`config.mk`:
```
export PLATFORM = sky130hd
export DESIGN_NAME = sobel_tx_packer_flat
export DESIGN_NICKNAME = d
export VERILOG_FILES = /design/src/rtl/sobel_tx_packer_pkg.sv /design/src/rtl/sobel_tx_packer_if.sv /design/src/rtl/sync_byte_fifo.sv /design/src/rtl/sobel_tx_packer.sv /design/src/flat_wrapper.sv
export SDC_FILE = /design/constraint.sdc
export NUM_CORES = 1
export LEC_CHECK = 0
export ABC_AREA = 1
export CAP_MARGIN = 20
export CORE_AREA = 2 2 133 122
export DETAILED_ROUTE_END_ITERATION = 16
export DIE_AREA = 0 0 135 124
export GPL_TIMING_DRIVEN = 0
export PLACE_DENSITY_LB_ADDON = 0.12
export SYNTH_ARGS = -nofsm -noshare
export SYNTH_HDL_FRONTEND = slang
export SYNTH_SLANG_ARGS = --single-unit
```
`constraint.sdc`:
```
create_clock -name clk -period 4.7 [get_ports clk]
set_clock_uncertainty 0.1 [all_clocks]
set_input_delay 0.94 -clock clk [delete_from_list [all_inputs] [get_ports clk]]
set_output_delay 0.94 -clock clk [all_outputs]
set_load 0.01 [all_outputs]
```
`src/rtl/sobel_tx_packer_pkg.sv`:
```
// Shared defaults, TX FSM state encoding and the pixel-to-bit helper for the
// Sobel edge-map UART packer.
package sobel_tx_packer_pkg;
  localparam int         IMG_W_DEF      = 320;
  localparam int         IMG_H_DEF      = 240;
  localparam int         FIFO_DEPTH_DEF = 16;
  localparam logic [7:0] SYNC_BYTE_DEF  = 8'hA5;

  typedef enum logic [1:0] {
    ST_IDLE,
    ST_LOAD,
    ST_WAIT_BUSY,
    ST_WAIT_DONE
  } tx_state_e;

  // Thresholded input: any non-zero value is an edge.
  function automatic logic pix_bit(input logic [7:0] p);
    return p != 8'd0;
  endfunction
endpackage

```
`src/rtl/sobel_tx_packer_if.sv`:
```
// Pixel stream in, UART byte handshake out, plus frame/overflow status.
interface sobel_tx_packer_if;
  import sobel_tx_packer_pkg::*;
  logic [7:0] pixel_in;
  logic       pixel_in_valid;
  logic [7:0] tx_data;
  logic       tx_start;
  logic       tx_busy;
  logic       frame_done;
  logic       overflow;

  modport slave  (input  pixel_in, pixel_in_valid, tx_busy,
                  output tx_data, tx_start, frame_done, overflow);
  modport master (output pixel_in, pixel_in_valid, tx_busy,
                  input  tx_data, tx_start, frame_done, overflow);
endinterface

```
`src/rtl/sync_byte_fifo.sv`:
```
// Single-clock byte FIFO; a pop frees a slot for a push in the same cycle,
// so a full FIFO still accepts a push when it is also being drained.
module sync_byte_fifo #(
  parameter  int DEPTH = 16,
  localparam int AW    = $clog2(DEPTH)
) (
  input  logic          clk,
  input  logic          rst,
  input  logic          i_push,
  input  logic [7:0]    i_data,
  input  logic          i_pop,
  output logic [7:0]    o_head,
  output logic          o_full,
  output logic          o_empty,
  output logic [AW:0]   o_count
);
  logic [7:0]    r_mem [DEPTH];
  logic [AW-1:0] r_wr, r_rd;
  logic [AW:0]   r_count;
  logic          w_pop, w_push;

  assign o_full  = (r_count == (AW+1)'(DEPTH));
  assign o_empty = (r_count == '0);
  assign o_count = r_count;
  assign o_head  = r_mem[r_rd];
  assign w_pop   = i_pop && !o_empty;
  assign w_push  = i_push && (!o_full || w_pop);

  always_ff @(posedge clk or posedge rst) begin
    if (rst) begin
      r_wr    <= '0;
      r_rd    <= '0;
      r_count <= '0;
    end else begin
      if (w_push) r_wr <= r_wr + 1'b1;
      if (w_pop)  r_rd <= r_rd + 1'b1;
      case ({w_push, w_pop})
        2'b10:   r_count <= r_count + 1'b1;
        2'b01:   r_count <= r_count - 1'b1;
        default: r_count <= r_count;
      endcase
    end
  end

  always_ff @(posedge clk) begin
    if (w_push) r_mem[r_wr] <= i_data;
  end
endmodule

```
`src/rtl/sobel_tx_packer.sv`:
```
// Packs 1-bit edge pixels MSB-first into bytes, prefixes each frame with a
// sync byte, buffers them and feeds a UART transmitter one byte at a time.
module sobel_tx_packer
  import sobel_tx_packer_pkg::*;
#(
  parameter int         IMG_W      = IMG_W_DEF,
  parameter int         IMG_H      = IMG_H_DEF,
  parameter int         FIFO_DEPTH = FIFO_DEPTH_DEF,
  parameter logic [7:0] SYNC_BYTE  = SYNC_BYTE_DEF
) (
  input  logic              clk,
  input  logic              rst,
  sobel_tx_packer_if.slave  bus
);
  localparam int             NPIX = IMG_W * IMG_H;
  localparam int             CW   = $clog2(NPIX);
  localparam int             FAW  = $clog2(FIFO_DEPTH);
  localparam logic [CW-1:0]  LAST = CW'(NPIX - 1);

  logic [CW-1:0] r_cnt;
  logic [6:0]    r_shift;
  logic          r_frame_done, r_overflow;
  logic [7:0]    r_tx_data;
  tx_state_e     r_state, w_next;

  logic          w_bit, w_push_sync, w_push_byte, w_push, w_drop;
  logic [7:0]    w_push_data, w_head;
  logic          w_full, w_empty, w_pop, w_start, w_load;
  logic [FAW:0]  w_count;

  assign w_bit       = pix_bit(bus.pixel_in);
  assign w_push_sync = bus.pixel_in_valid && (r_cnt == '0);
  assign w_push_byte = bus.pixel_in_valid && (r_cnt[2:0] == 3'd7);
  assign w_push      = w_push_sync || w_push_byte;
  assign w_push_data = w_push_sync ? SYNC_BYTE : {r_shift, w_bit};
  assign w_drop      = w_push && w_full && !w_pop;

  // Groups of 8 are frame-aligned, so the shift register never needs clearing.
  always_ff @(posedge clk or posedge rst) begin
    if (rst) begin
      r_cnt        <= '0;
      r_shift      <= '0;
      r_frame_done <= 1'b0;
      r_overflow   <= 1'b0;
    end else begin
      r_frame_done <= bus.pixel_in_valid && (r_cnt == LAST);
      r_overflow   <= r_overflow || w_drop;
      if (bus.pixel_in_valid) begin
        r_shift <= {r_shift[5:0], w_bit};
        r_cnt   <= (r_cnt == LAST) ? '0 : r_cnt + 1'b1;
      end
    end
  end

  sync_byte_fifo #(.DEPTH(FIFO_DEPTH)) u_fifo (
    .clk     (clk),
    .rst     (rst),
    .i_push  (w_push),
    .i_data  (w_push_data),
    .i_pop   (w_pop),
    .o_head  (w_head),
    .o_full  (w_full),
    .o_empty (w_empty),
    .o_count (w_count)
  );

  always_ff @(posedge clk or posedge rst) begin
    if (rst) r_state <= ST_IDLE;
    else     r_state <= w_next;
  end

  always_comb begin
    w_next = r_state;
    case (r_state)
      ST_IDLE:      if (w_count != '0 && !bus.tx_busy) w_next = ST_LOAD;
      ST_LOAD:      w_next = ST_WAIT_BUSY;
      ST_WAIT_BUSY: if (bus.tx_busy) w_next = ST_WAIT_DONE;
      ST_WAIT_DONE: if (!bus.tx_busy) w_next = ST_IDLE;
      default:      w_next = ST_IDLE;
    endcase
  end

  always_comb begin
    w_start = (r_state == ST_LOAD);
    w_pop   = w_start && !w_empty;
    w_load  = (r_state == ST_IDLE) && (w_next == ST_LOAD);
  end

  // Head is captured on entry to LOAD so tx_data is valid alongside tx_start
  // and held until the next byte is loaded.
  always_ff @(posedge clk or posedge rst) begin
    if (rst)         r_tx_data <= '0;
    else if (w_load) r_tx_data <= w_head;
  end

  assign bus.tx_data    = r_tx_data;
  assign bus.tx_start   = w_start;
  assign bus.frame_done = r_frame_done;
  assign bus.overflow   = r_overflow;
endmodule

```
`src/flat_wrapper.sv`:
```
// flat-port wrapper written by rule: the top's interface ports become plain ports
module sobel_tx_packer_flat import sobel_tx_packer_pkg::*;
#(
  parameter int         IMG_W      = IMG_W_DEF,
  parameter int         IMG_H      = IMG_H_DEF,
  parameter int         FIFO_DEPTH = FIFO_DEPTH_DEF,
  parameter logic [7:0] SYNC_BYTE  = SYNC_BYTE_DEF
)
  (clk, rst, bus_pixel_in, bus_pixel_in_valid, bus_tx_busy, bus_tx_data, bus_tx_start, bus_frame_done, bus_overflow);
  sobel_tx_packer_if bus_i ();
  input  logic clk;
  input  logic rst;
  input wire logic [$bits(bus_i.pixel_in)-1:0] bus_pixel_in;
  input wire logic [$bits(bus_i.pixel_in_valid)-1:0] bus_pixel_in_valid;
  input wire logic [$bits(bus_i.tx_busy)-1:0] bus_tx_busy;
  output wire logic [$bits(bus_i.tx_data)-1:0] bus_tx_data;
  output wire logic [$bits(bus_i.tx_start)-1:0] bus_tx_start;
  output wire logic [$bits(bus_i.frame_done)-1:0] bus_frame_done;
  output wire logic [$bits(bus_i.overflow)-1:0] bus_overflow;
  assign bus_i.pixel_in = bus_pixel_in;
  assign bus_i.pixel_in_valid = bus_pixel_in_valid;
  assign bus_i.tx_busy = bus_tx_busy;
  assign bus_tx_data = bus_i.tx_data;
  assign bus_tx_start = bus_i.tx_start;
  assign bus_frame_done = bus_i.frame_done;
  assign bus_overflow = bus_i.overflow;
  sobel_tx_packer #(.IMG_W(IMG_W), .IMG_H(IMG_H), .FIFO_DEPTH(FIFO_DEPTH), .SYNC_BYTE(SYNC_BYTE)) u_core (.clk(clk), .rst(rst), .bus(bus_i));
endmodule
```
==> Word-level counts from Yosys, hierarchy flattened <==
Memory sizes are Yosys's and may differ from the RTL's. A register that Yosys moved wholly into a read port is not among the register bits.
Cells that the tools add are included.
{ "word_totals": {"mem_bits_ro": 0, "ff_bits": 41, "elab_cells": 55, "ramBits": 128, "latchBits": 0, "mem_count": 1} }
{ "op_classes": {"magnitude_cmp": 0, "eq_ne": 9, "multipliers": 0, "add_sub_neg": 5, "n_shift": 0, "reduce_logical": 23, "div_mod_pow": 0, "n_mux": 9, "bitwise_logic": 0} }
{ "memory_table": {"columns": ["name", "words", "width", "read_ports", "rd_clocked_by_memory_dff", "wr", "line_no", "source"], "rows": [
  ["u_core.u_fifo.r_mem", 16, 8, 1, 1, 1, "sync_byte_fifo.sv:17", "logic [7:0] r_mem [DEPTH];"]
]} }
{ "ops": {"columns": ["operator", "n"], "rows": [
  ["$add 17x1->17 const B", 1],
  ["$eq 17x17->1 const B", 1],
  ["$logic_not 17->1", 1],
  ["$mux 17", 1],
  ["$logic_and 1x1->1", 10],
  ["$pmux 5 s2", 1],
  ["$add 4x1->4 const B", 2],
  ["$mux 8", 1],
  ["$pmux 2 s4", 1],
  ["$reduce_bool 8->1", 1],
  ["$eq 2x1->1 const B", 3],
  ["$eq 2x2->1 const B", 3],
  ["$mux 2", 3],
  ["$add 5x1->5 const B", 1],
  ["$eq 5x5->1 const B", 1],
  ["$logic_not 5->1", 1],
  ["$reduce_bool 5->1", 1],
  ["$sub 5x1->5 const B", 1],
  ["$logic_not 1->1", 4],
  ["$eq 3x3->1 const B", 1],
  ["$logic_or 1x1->1", 3],
  ["$logic_not 2->1", 1],
  ["$mux 1", 2],
  ["$reduce_bool 2->1", 1]
]} }

==> Logic depth before layout (Yosys ltp) <==
Gate-level depths: netlist (run 1).
{ "logic_depth": {"word_depth": 8, "depth_mapped": 18, "depth_no_buf": 18} }

==> Modules after synthesis <==
Synthesis (run 1) repeated with hierarchy kept, for this count alone.
{ "unflattened": {"cells_unflattened": 740, "area_unflattened_um2": 7898.8} }
{ "by_module_without_submodules": {"columns": ["module", "instances", "area_per_inst_um2", "cells_per_inst", "seq_area_each_um2"], "rows": [
  ["sync_byte_fifo", 1, 5944.5, 482, 4169.0],
  ["sobel_tx_packer", 1, 1954.4, 258, 900.9]
]} }

==> Worst setup path before layout (run 1) <==
OpenSTA, ideal clock, no wires.
{ "synth_timing": {"path_kind": "in2reg", "startpoint": "in bus_pixel_in_valid", "endpoint": "mem u_core.u_fifo.r_mem[11][0] (enable)", "slack_ps": 2115, "arrival_time_ps": 2114, "n_path_buf": 0, "path_stages": 10, "setup_ps": 370, "path_cell_list": "inv_2 nor2_1 nand3_1 nor2_2 nand2_2 nand2_2 nand2_2 inv_4 nand2_1 nor2_1"} }
{ "synth_between": {"elab_chain_cells": 5, "elab_cells_between_ends": 6, "classes_between": "2 x mux; 4 x reduce/logical"} }
{ "synth_rtl": {"columns": ["element", "line_no", "source"], "rows": [
  ["start: declaration", "flat_wrapper.sv:14", "input wire logic [$bits(bus_i.pixel_in_valid)-1:0] bus_pixel_in_valid;"],
  ["$logic_and 1x1->1 (on tied branches)", "sobel_tx_packer.sv:32, sobel_tx_packer.sv:33", null],
  ["$logic_or 1x1->1 *", "sobel_tx_packer.sv:34", "assign w_push = w_push_sync || w_push_byte;"],
  ["$logic_and 1x1->1 *", "sync_byte_fifo.sv:27", "assign w_push = i_push && (!o_full || w_pop);"],
  ["$mux 1 *", "sync_byte_fifo.sv:46", "if (w_push) r_mem[r_wr] <= i_data;"],
  ["$mux 1 (not written as such) *", "sync_byte_fifo.sv:46", null],
  ["end: declaration", "sync_byte_fifo.sv:17", null]
]} }
Mark *: on every way between the ends. The rest lies on a longest branch, timed or not.

==> Final worst setup path (run 1) <==
Ends and elaborated chain as after synthesis.

==> out/metrics.yaml, run 1 <==
status: "finished clean"
syn_area_um2: 7570
antenna_found_initial: 0
route.detailed.wl_per_inst_um: 19.6
cts_root_buf: "clkbuf_16"
rsz0062_at_grt: "no"
overflow: 0
hp-class: "flop to flop"
whs_ns: 0.371
clock_sinks: 177
synthArstFlopShare: 0.277
diodes: 0
cp.required_ns: 4.65
grt_pass1_vias: 4947
cap_violations: 0
synth-seq-area-share: 0.670
grt_usage: 0.228
io-pin-count: 23
critPathMaxStageDelay_ns: 0.73
route.detailed.drc: 0
ys_seq_elements: 177
die-area_um2: 16700
finalHoldViolations: 0
clk_pin_slew_worst_paths_ns: 0.06
worstSetupPathType: "primary input to flop"
syn_area_per_cell_um2: 11.6
synth_edf_count: 128
cts_resized: 0
period_needed_ns: 3.24
max_slew_margin: 0.398
synthesis.nets: 676
start_util: 0.495
layout_common_cells: "edfxtp_1 (128), nor2_1 (104), o21ai_0 (81), nand2_1 (57), dfrtp_1 (49)"
gp_congestion: 0.852
first_iter_violations: 563
clock.fmax_mhz: 309
cts_max_level: 4
nets: 722
post_cts_buffers: 0
critPathLaunchType: "primary input"
cts_tree: "yes"
cts_hold_buf: 0
vias: 5177
ant_nets: 0
placed_cell_area_um2: 8080
cts_buffers: 17
layout_commonest_cell: "edfxtp_1"
fin_crit_sh: 0.690
synth_top_flop_cell: "edfxtp_1"
post-route-util: 0.565
endpoint_kind: "flop"
worst_pin_slew_ns: 0.900
p_per_area_nw_per_um2: 572
design_area_um2: 8630
vdd_drop_max_uv: 351
setup_viol: 0
core_area_um2: 15300
rows: 43
slew_viol_final: 0
synthDistinctLibCells: 41
vias_per_cell: 5.66
cts_buffer_depth: 2
wl_mm: 17.9
tns_ns: 0
grt_max_degree: 28
syn-instance-count: 654
drive_gt1_frac: 0.101
finalPower_mw: 4.94
yosys_warnings: 0
dp_hpwl_mm: 12.1
cp_common_cell: "nand2_2"
worstPathMaxFanout: 9
crit_slowest_cell: "nor2_1"
crit_chain: "clkdlybuf4s50_1, inv_2, nor2_1, nand3_1, nor2_2, nand2_2, nand2_2, nand2_2, inv_4, nand2_1, nor2_1"
grt_pass1_wl_mm: 28.0
dieWidth_um: 135
arrival_ns: 3.19
port-buffer-count: 22
clock_latency_ns: 0.42
drt_pass1_iterations: 5
syn_to_final_growth_pct: 14.1
die_h_um: 124
leakage_nw: 3.25
[worst max-delay path, delay by kind of cell]
kind / cells / cell delay [ns]
buffers and inverters: 3 / 0.67
and+or+nand+nor: 8 / 1.56
[synthesized netlist by cell type (3+ instances only)]
master    count  area, µm²
a21oi_1       5       25.0
buf_2         7       35.0
clkbuf_1     17       63.8
dfrtp_1      49       1230
edfxtp_1    128       3840
ha_1         10        125
inv_1        42        158
inv_2        10       37.5
nand2_1      57        214
nand2_2       5       31.3
nand3_1      30        150
nand3_2       3       30.0
nand4_1       7       43.8
nor2_1      104        390
nor2_2        4       25.0
nor3_1        3       15.0
o211ai_1     11       82.6
o21a_1        8       60.1
o21ai_0      81        405
o21ai_1       3       15.0
o221ai_1     21        184
o22ai_1      12       75.1
xor2_1       13        114
[metrics by stage]
step	setup WS, ns	cells
finish	1.46	915
global route	1.26	915
CTS	1.44	913
detailed placement	0.990	881
global placement	1.02	878
floorplan	2.12	654
[routing by layer]
| metal | part of all wire | global-route usage | up-vias |
|---|---|---|---|
| met5 | 0 | 0 | - |
| met4 | 0.019 | 0.0892 | 0 |
| met3 | 0.061 | 0.0415 | 21 |
| met2 | 0.47 | 0.358 | 169 |
| met1 | 0.45 | 0.321 | 2571 |
| li1 | - | - | 2416 |
[flip-flops by register name, summed over array words and instances, names as in the netlist]
| name | count |
|---|---|
| u_core.u_fifo.r_wr | 4 |
| u_core.r_shift | 7 |
| u_core.r_cnt | 17 |
| u_core.bus.frame_done | 1 |
| u_core.r_state | 2 |
| u_core.u_fifo.r_mem | 128 |
| u_core.bus.overflow | 1 |
| u_core.u_fifo.o_count | 5 |
| u_core.bus.tx_data | 8 |
| u_core.u_fifo.r_rd | 4 |
[cell families (layout without fill, tap and decap cells)]
kind of cell             Yosys count  in the layout  synth area share
XOR/XNOR                          14             14            0.0162
AND/OR/NAND/NOR                  227            227             0.137
AO/OA/AOI/OAI                    144            144             0.115
adder cells (fa/ha/maj)           10             10            0.0165
flip-flops                       177            177             0.670
buffers and inverters             82            141            0.0445
[layout make-up]
class                      count  area (µm²)
fill                        1313        6650
sequential                   177        5070
multi-input combinational    395        2160
clock buffer                  23         468
timing repair buffer          27         282
tap                          202         253
inverter                      55         211
buffer                        27         125
clock inverter                 9        66.3
[worst paths after layout]
kind                                     start                          to  slack (ns)  cells after the start
min reg2reg                u_core.bus.overflow         u_core.bus.overflow        0.37                      1
max in group asynchronous                  rst             u_core.r_cnt[1]        3.20                      3
max reg2reg                    u_core.r_cnt[0]  u_core.u_fifo.r_mem[11][0]        1.97                     10
min                        u_core.bus.overflow         u_core.bus.overflow        0.37                      1
min in group asynchronous                  rst         u_core.bus.overflow        0.78                      2
max                         bus_pixel_in_valid  u_core.u_fifo.r_mem[11][0]        1.46                     11
[power by group]
part           total, mW  internal [mW]  switching [mW]
Sequential          1.98           1.85           0.133
Clock               1.30          0.747           0.553
Combinational       1.66          0.559            1.10
Note: power is estimated with default switching activity, not from simulation.
==> run 2, diff against run 1 <==
clock period = 2.6 ns   (was 4.7 ns; I/O delays follow)
==> out/metrics.yaml, run 2 (synthesized netlist as in run 1, its figures left out) <==
status: "finished clean"
die_h_um: 124  # unchanged
io-pin-count: 23  # unchanged
period_needed_ns: 2.58
overflow: 0  # unchanged
cts_tree: "yes"
finalHoldViolations: 0  # unchanged
drive_gt1_frac: 0.127  # +0.0265
layout_commonest_cell: "edfxtp_1"
dieWidth_um: 135  # unchanged
endpoint_kind: "flop"
crit_slowest_cell: "nor2_2"
vias: 5210  # +0.64%
cts_root_buf: "clkbuf_16"
clk_pin_slew_worst_paths_ns: 0.06  # about the same
vias_per_cell: 5.69  # +0.53%
route.detailed.wl_per_inst_um: 19.6  # about the same
cts_max_level: 4  # unchanged
worst_pin_slew_ns: 0.761  # -0.139 ns
wl_mm: 17.9  # +0.13%
dp_hpwl_mm: 12.1  # unchanged
core_area_um2: 15300  # unchanged
clock_latency_ns: 0.43  # about the same
diodes: 0  # unchanged
cp.required_ns: 2.56  # -2.09 ns
hp-class: "primary input to async pin"
r2r_setup_slack_ns: 0.11  # -1.86 ns
crit_start: "bus_pixel_in_valid"
clock_sinks: 177  # unchanged
layout_common_cells: "edfxtp_1 (128), nor2_1 (86), o21ai_0 (81), nand2_1 (57), dfrtp_1 (49)"
nFillCells: 1304  # -0.69%
ant_nets: 0  # unchanged
grt_pass1_wl_mm: 28.0  # +0.30%
arrival_ns: 2.54  # -0.65 ns
regMostFlops: "u_core.u_fifo.r_mem"
leakage_nw: 3.26  # +0.35%
grt_usage: 0.229  # +0.000718
fin_crit_sh: 0.993
grt_max_degree: 28  # unchanged
rows: 43  # unchanged
tns_ns: 0  # unchanged
die-area_um2: 16700  # unchanged
cts_buffers: 17  # unchanged
critPathMaxStageDelay_ns: 0.49  # -0.24 ns
grt.busiest_layer: "met2"
grt_use_met3: 0.0415  # unchanged
route.detailed.drc: 0  # unchanged
setup_viol: 0  # unchanged
clock.fmax_mhz: 387
r2r-end: "u_core.u_fifo.r_mem[8][5]"
cap_violations: 0  # unchanged
worstPathMaxFanout: 9  # unchanged
first_iter_violations: 602  # +6.9%
placed_cells: 881  # unchanged
largest_reg_flops: 128  # unchanged
critPathLaunchType: "primary input"
antenna_found_initial: 0  # unchanged
cts_buffer_depth: 2  # unchanged
use_met1: 0.322  # +0.00109
grt_pass1_vias: 4955  # +0.16%
rsz0062_at_grt: "yes"
p_per_area_nw_per_um2: 1020  # +79%
port-buffer-count: 22  # unchanged
cts_hold_buf: 0  # unchanged
crit_chain: "clkdlybuf4s50_1, inv_2, nor2_1, nand3_1, nor2_2, nand2_2, nand2_2, nand2_2, inv_4, nand2_1, nor2_2"
max_slew_margin: 0.492  # +0.0945
vdd_drop_max_uv: 638  # +82%
worst_r2r_path_depth: 10  # unchanged
cp_common_cell: "nand2_2"
post-route-util: 0.574  # +0.00933
final_cells: 916  # +0.11%
slew_viol_final: 0  # unchanged
drt_pass1_iterations: 5  # unchanged
nets: 723  # +0.14%
rr_startpoint: "u_core.r_cnt[0]"
start_util: 0.495  # unchanged
syn_to_final_growth_pct: 16.0
gp_congestion: 0.852  # unchanged
worstSetupPathType: "primary input to flop"
use_met2: 0.360  # +0.00286
[run 2: changes by cell type in the layout (fill, tap and decap cells not counted), sizes merged]
cell	change
buf	+1
[run 2: final cells by class]
| cell class | instances | area, µm² | share of cell area |
|---|---|---|---|
| well taps | 202 | 253 | 0.0288 |
| multi-input cells | 395 | 2260 | 0.258 |
| repair buffers | 28 | 319 | 0.0364 |
| clock inverters | 9 | 66.3 | 0.00756 |
| inverters | 55 | 211 | 0.0241 |
| plain buffers | 27 | 125 | 0.0143 |
| flip-flops and latches | 177 | 5070 | 0.578 |
| clock buffers | 23 | 468 | 0.0533 |
[run 2: per-stage QoR]
| step | hold slack [ns] | cell area [µm²] | setup WS [ns] | power, mW |
|---|---|---|---|---|
| 3_5_place_dp | 0.365 | 8080 | -0.690 | 6.57 |
| 4_1_cts | 0.376 | 8650 | -0.228 | 8.93 |
| 3_3_place_gp | 0.361 | 8040 | -0.664 | 6.48 |
| 2_1_floorplan | 0.353 | 7570 | 0.435 | 5.52 |
| 6_report | 0.353 | 8780 | 0.0190 | 8.98 |
| 5_1_grt | 0.392 | 8780 | -0.177 | 9.49 |
[run 2: worst max-delay path: cells and delay by family]
family,cells,cell delay [ns]
buffers and inverters,3,0.67
AND/OR/NAND/NOR,8,1.33
[run 2: power breakdown]
group          internal, mW  leakage [nW]  switching, mW
clock                  1.35         0.267           1.00
combinational          1.01          1.23           2.03
sequential             3.34          1.77          0.242
total                  5.70          3.26           3.28
[run 2: how the worst max path moves through the flow]
stage | slack (ns) | end
3_3_place_gp | -0.66 | u_core.u_fifo.r_mem[8][4]
5_1_grt | -0.18 | u_core.u_fifo.r_mem[8][6]
3_5_place_dp | -0.69 | u_core.u_fifo.r_mem[9][1]
2_1_floorplan | 0.44 | u_core.u_fifo.r_mem[11][0]
4_1_cts | -0.23 | u_core.u_fifo.r_mem[11][0]
6_report | 0.02 | u_core.u_fifo.r_mem[8][5]
[run 2: timing repair]
| action | 4_1_cts | 5_1_grt |
|---|---|---|
| pin swaps | 0 | 4 |
| endpoints found under the setup margin | 146 | 120 |
| resized for setup | 15 | 15 |
| setup buffers | 0 | 3 |
[run 2: routing by layer]
layer,up-vias,wire [µm]
met1,2561,7940
met3,21,1230
met2,215,8390
li1,2413,-
met4,0,359
met5,-,0
==> run 3, diff against run 2 <==
ABC_AREA = not set   (was 1)
CORE_AREA = 2 2 131 120   (was 2 2 133 122)
DIE_AREA = 0 0 133 122   (was 0 0 135 124)
==> out/metrics.yaml, run 3 <==
status: "complete, but fails checks"
violations: "setup timing"
leakage_nw: 3.07  # -6.0%
yosys.cell_count.top_type: "edfxtp_1"
syn-instance-count: 418  # -36%
io-pin-count: 23  # unchanged
synth_edf_count: 128  # unchanged
first_iter_violations: 275  # -54%
worstPathMaxFanout: 4  # -5
finalHoldViolations: 0  # unchanged
cts_max_level: 4  # unchanged
fin_crit_sh: 1.05  # +0.0538
design_area_um2: 8820  # +0.46%
cts_buffer_depth: 2  # unchanged
layout_common_cells: "edfxtp_1 (128), dfrtp_1 (48), mux4_2 (38), clkdlybuf4s50_1 (21)"
synth_commonest_cells: "edfxtp_1 (128), dfrtp_1 (49), mux4_2 (38)"
overflow: 0  # unchanged
die-area_um2: 16200  # -3.1%
gp_congestion: 0.740  # -13%
hp-class: "primary input to async pin"
tns_ns: -0.163  # -0.163 ns
vias: 3743  # -28%
synth-seq-area-share: 0.691  # +0.0208
wl_mm: 13.7  # -24%
cts_buffers: 17  # unchanged
multiInputGateArea_um2: 2360  # +4.0%
ant_nets: 0  # unchanged
cts_tree: "yes"
vias_per_cell: 5.39  # -5.2%
start_util: 0.489  # -0.00630
core_area_um2: 15000  # -1.8%
place_ws_ns: -0.906  # -0.216 ns
endpoint_kind: "flop"
syn_to_final_growth_pct: 20.2
slew_viol_final: 0  # unchanged
placed_cell_area_um2: 7860  # -2.6%
setup_viol: 2  # +2
clock_latency_ns: 0.43  # about the same
regArea_um2: 5070  # about the same
finalPower_mw: 8.36  # -6.9%
syn_area_um2: 7340  # -3.0%
ys_seq_elements: 177  # unchanged
p_per_area_nw_per_um2: 948  # -7.3%
cap_violations: 0  # unchanged
nFillCells: 1134  # -13%
arrival_ns: 2.92  # +0.38 ns
largest_reg_flops: 128  # unchanged
grt_usage: 0.186  # -0.0433
crit_chain: "or4_4, o211ai_1, o21ba_1, buf_6, xor2_1, ha_2, or3_1, a21oi_2, a21oi_2, xnor2_1"
cp_common_cell: "a21oi_2"
die_h_um: 122  # -1.6%
synthArstFlopShare: 0.277  # unchanged
layout_commonest_cell: "edfxtp_1"
synth_area_leader_cell: "edfxtp_1"
synthDistinctLibCells: 46  # +12%
cp.required_ns: 2.80  # +0.24 ns
vdd_drop_max_uv: 554  # -13%
yosys_warnings: 0  # unchanged
diodes: 0  # unchanged
route.detailed.wl_per_inst_um: 19.7  # +0.76%
synth_top_flop_cell: "edfxtp_1"
port-buffer-count: 21  # -4.5%
worstSetupPathType: "flop to flop"
synth_area_leaders: "edfxtp_1 (52%), dfrtp_1 (17%), mux4_2 (12%)"
crit_slowest_cell: "or4_4"
antenna_found_initial: 0  # unchanged
regMostFlops: "u_core.u_fifo.r_mem"
grt_pass1_wl_mm: 21.8  # -22%
clk_pin_slew_worst_paths_ns: 0.06  # about the same
max_slew_margin: 0.327  # -0.165
clock.fmax_mhz: 368  # -5.1%
yosys.area.top_type_share: 0.524  # +0.0158
worst_pin_slew_ns: 1.01  # +0.247 ns
dp_hpwl_mm: 9.13  # -25%
synthesis.nets: 440  # -35%
grt_max_degree: 38  # +36%
drive_gt1_frac: 0.309  # +0.181
clock_sinks: 177  # unchanged
cts_hold_buf: 0  # unchanged
grt_pass1_vias: 3911  # -21%
drt_pass1_iterations: 5  # unchanged
dieWidth_um: 133  # -1.5%
worst_slack_ns: -0.121  # -0.140 ns
syn_area_per_cell_um2: 17.6  # +52%
route.detailed.drc: 0  # unchanged
period_needed_ns: 2.72  # +0.140 ns
rsz0062_at_grt: "yes"
critPathMaxStageDelay_ns: 0.53  # +0.04 ns
cts_root_buf: "clkbuf_16"
rows: 43  # unchanged
critPathLaunchType: "flop"
nets: 501  # -31%
## run 3: changes by cell type in the layout (fill, tap and decap cells not counted), moves of 12 or more
cell	previous run	this run
o21ai_0	81	5
nor2_1	86	18
nand2_1	57	12
mux4_2	0	38
inv_1	41	9
nand3_1	30	10
o221ai_1	21	1
mux2_2	0	15
buf_4	1	14
clkbuf_1	21	8
xnor2_1	1	13
## run 3: logic make-up (layout without fill, tap and decap cells)
kind of cell	count (synthesis)	count (layout)	share of synthesized area
DFF	177	177	0.691
and+or+nand+nor	101	101	0.0733
muxes	57	57	0.150
buffers and inverters	28	102	0.0199
AOI/OAI and AO/OA	23	23	0.0228
xor gates and xnor gates	22	22	0.0263
adders and majority gates	10	10	0.0171
## run 3: final timing paths
| path | from | end | slack (ns) | cells past startpoint |
|---|---|---|---|---|
| setup / recovery | u_core.u_fifo.o_count[1] | u_core.u_fifo.o_count[4] | -0.12 | 10 |
| hold / removal | rst | u_core.bus.tx_data[0] | 0.29 | 2 |
| min in group clk | bus_pixel_in_valid | u_core.r_cnt[6] | 0.39 | 3 |
| setup reg to reg | u_core.u_fifo.o_count[1] | u_core.u_fifo.o_count[4] | -0.12 | 10 |
| hold reg to reg | u_core.bus.overflow | u_core.bus.overflow | 0.39 | 1 |
| max in group asynchronous | rst | u_core.u_fifo.o_count[1] | 1.59 | 3 |
## run 3: area by class of cell
class                      count  share of cell area
sequential                   177               0.575
timing repair buffer          43              0.0522
tap                          202              0.0287
multi-input combinational    213               0.267
clock inverter                 6             0.00355
inverter                      10             0.00426
clock buffer                  26              0.0568
buffer                        17              0.0122
## run 3: repair_timing
action                                  CTS  global route
endpoints found under the hold margin     0             0
pin swaps                                10             3
endpoints found under the setup margin  139            92
buffers inserted                         13             5
resized for setup                        39             7
cloned                                    0             0
## run 3: power by group
| group | internal [mW] | leakage (nW) | total (mW) | switching (mW) |
|---|---|---|---|---|
| Combinational | 1.33 | 1.10 | 2.59 | 1.26 |
| Sequential | 3.31 | 1.70 | 3.48 | 0.172 |
| Clock | 1.32 | 0.261 | 2.30 | 0.975 |
| Total | 5.95 | 3.07 | 8.36 | 2.41 |
## run 3: routing by layer
metal / GRT usage / vias to the layer above / wire length (µm)
li1: - / 1745 / -
met1: 0.257 / 1951 / 6480
met2: 0.289 / 36 / 6800
met3: 0.0474 / 11 / 275
met4: 0.0685 / 0 / 127
met5: 0 / - / 0
## run 3: through the flow
step / util / hold WS (ns) / std cells
after floorplan: - / 0.373 / 418
after global placement: 0.522 / 0.366 / 641
after CTS: 0.581 / 0.279 / 687
after global routing: 0.587 / 0.305 / 694
after detailed placement: 0.524 / 0.377 / 643
final: 0.587 / 0.288 / 694
## run 3: worst max-delay path: cells and delay by family (launching register included)
family / cells / cell delay, ns
xor+xnor: 2 / 0.25
simple gates: 2 / 0.85
compound gates: 4 / 0.66
flops: 1 / 0.40
fa+ha+maj: 1 / 0.20
buf+inv: 1 / 0.13
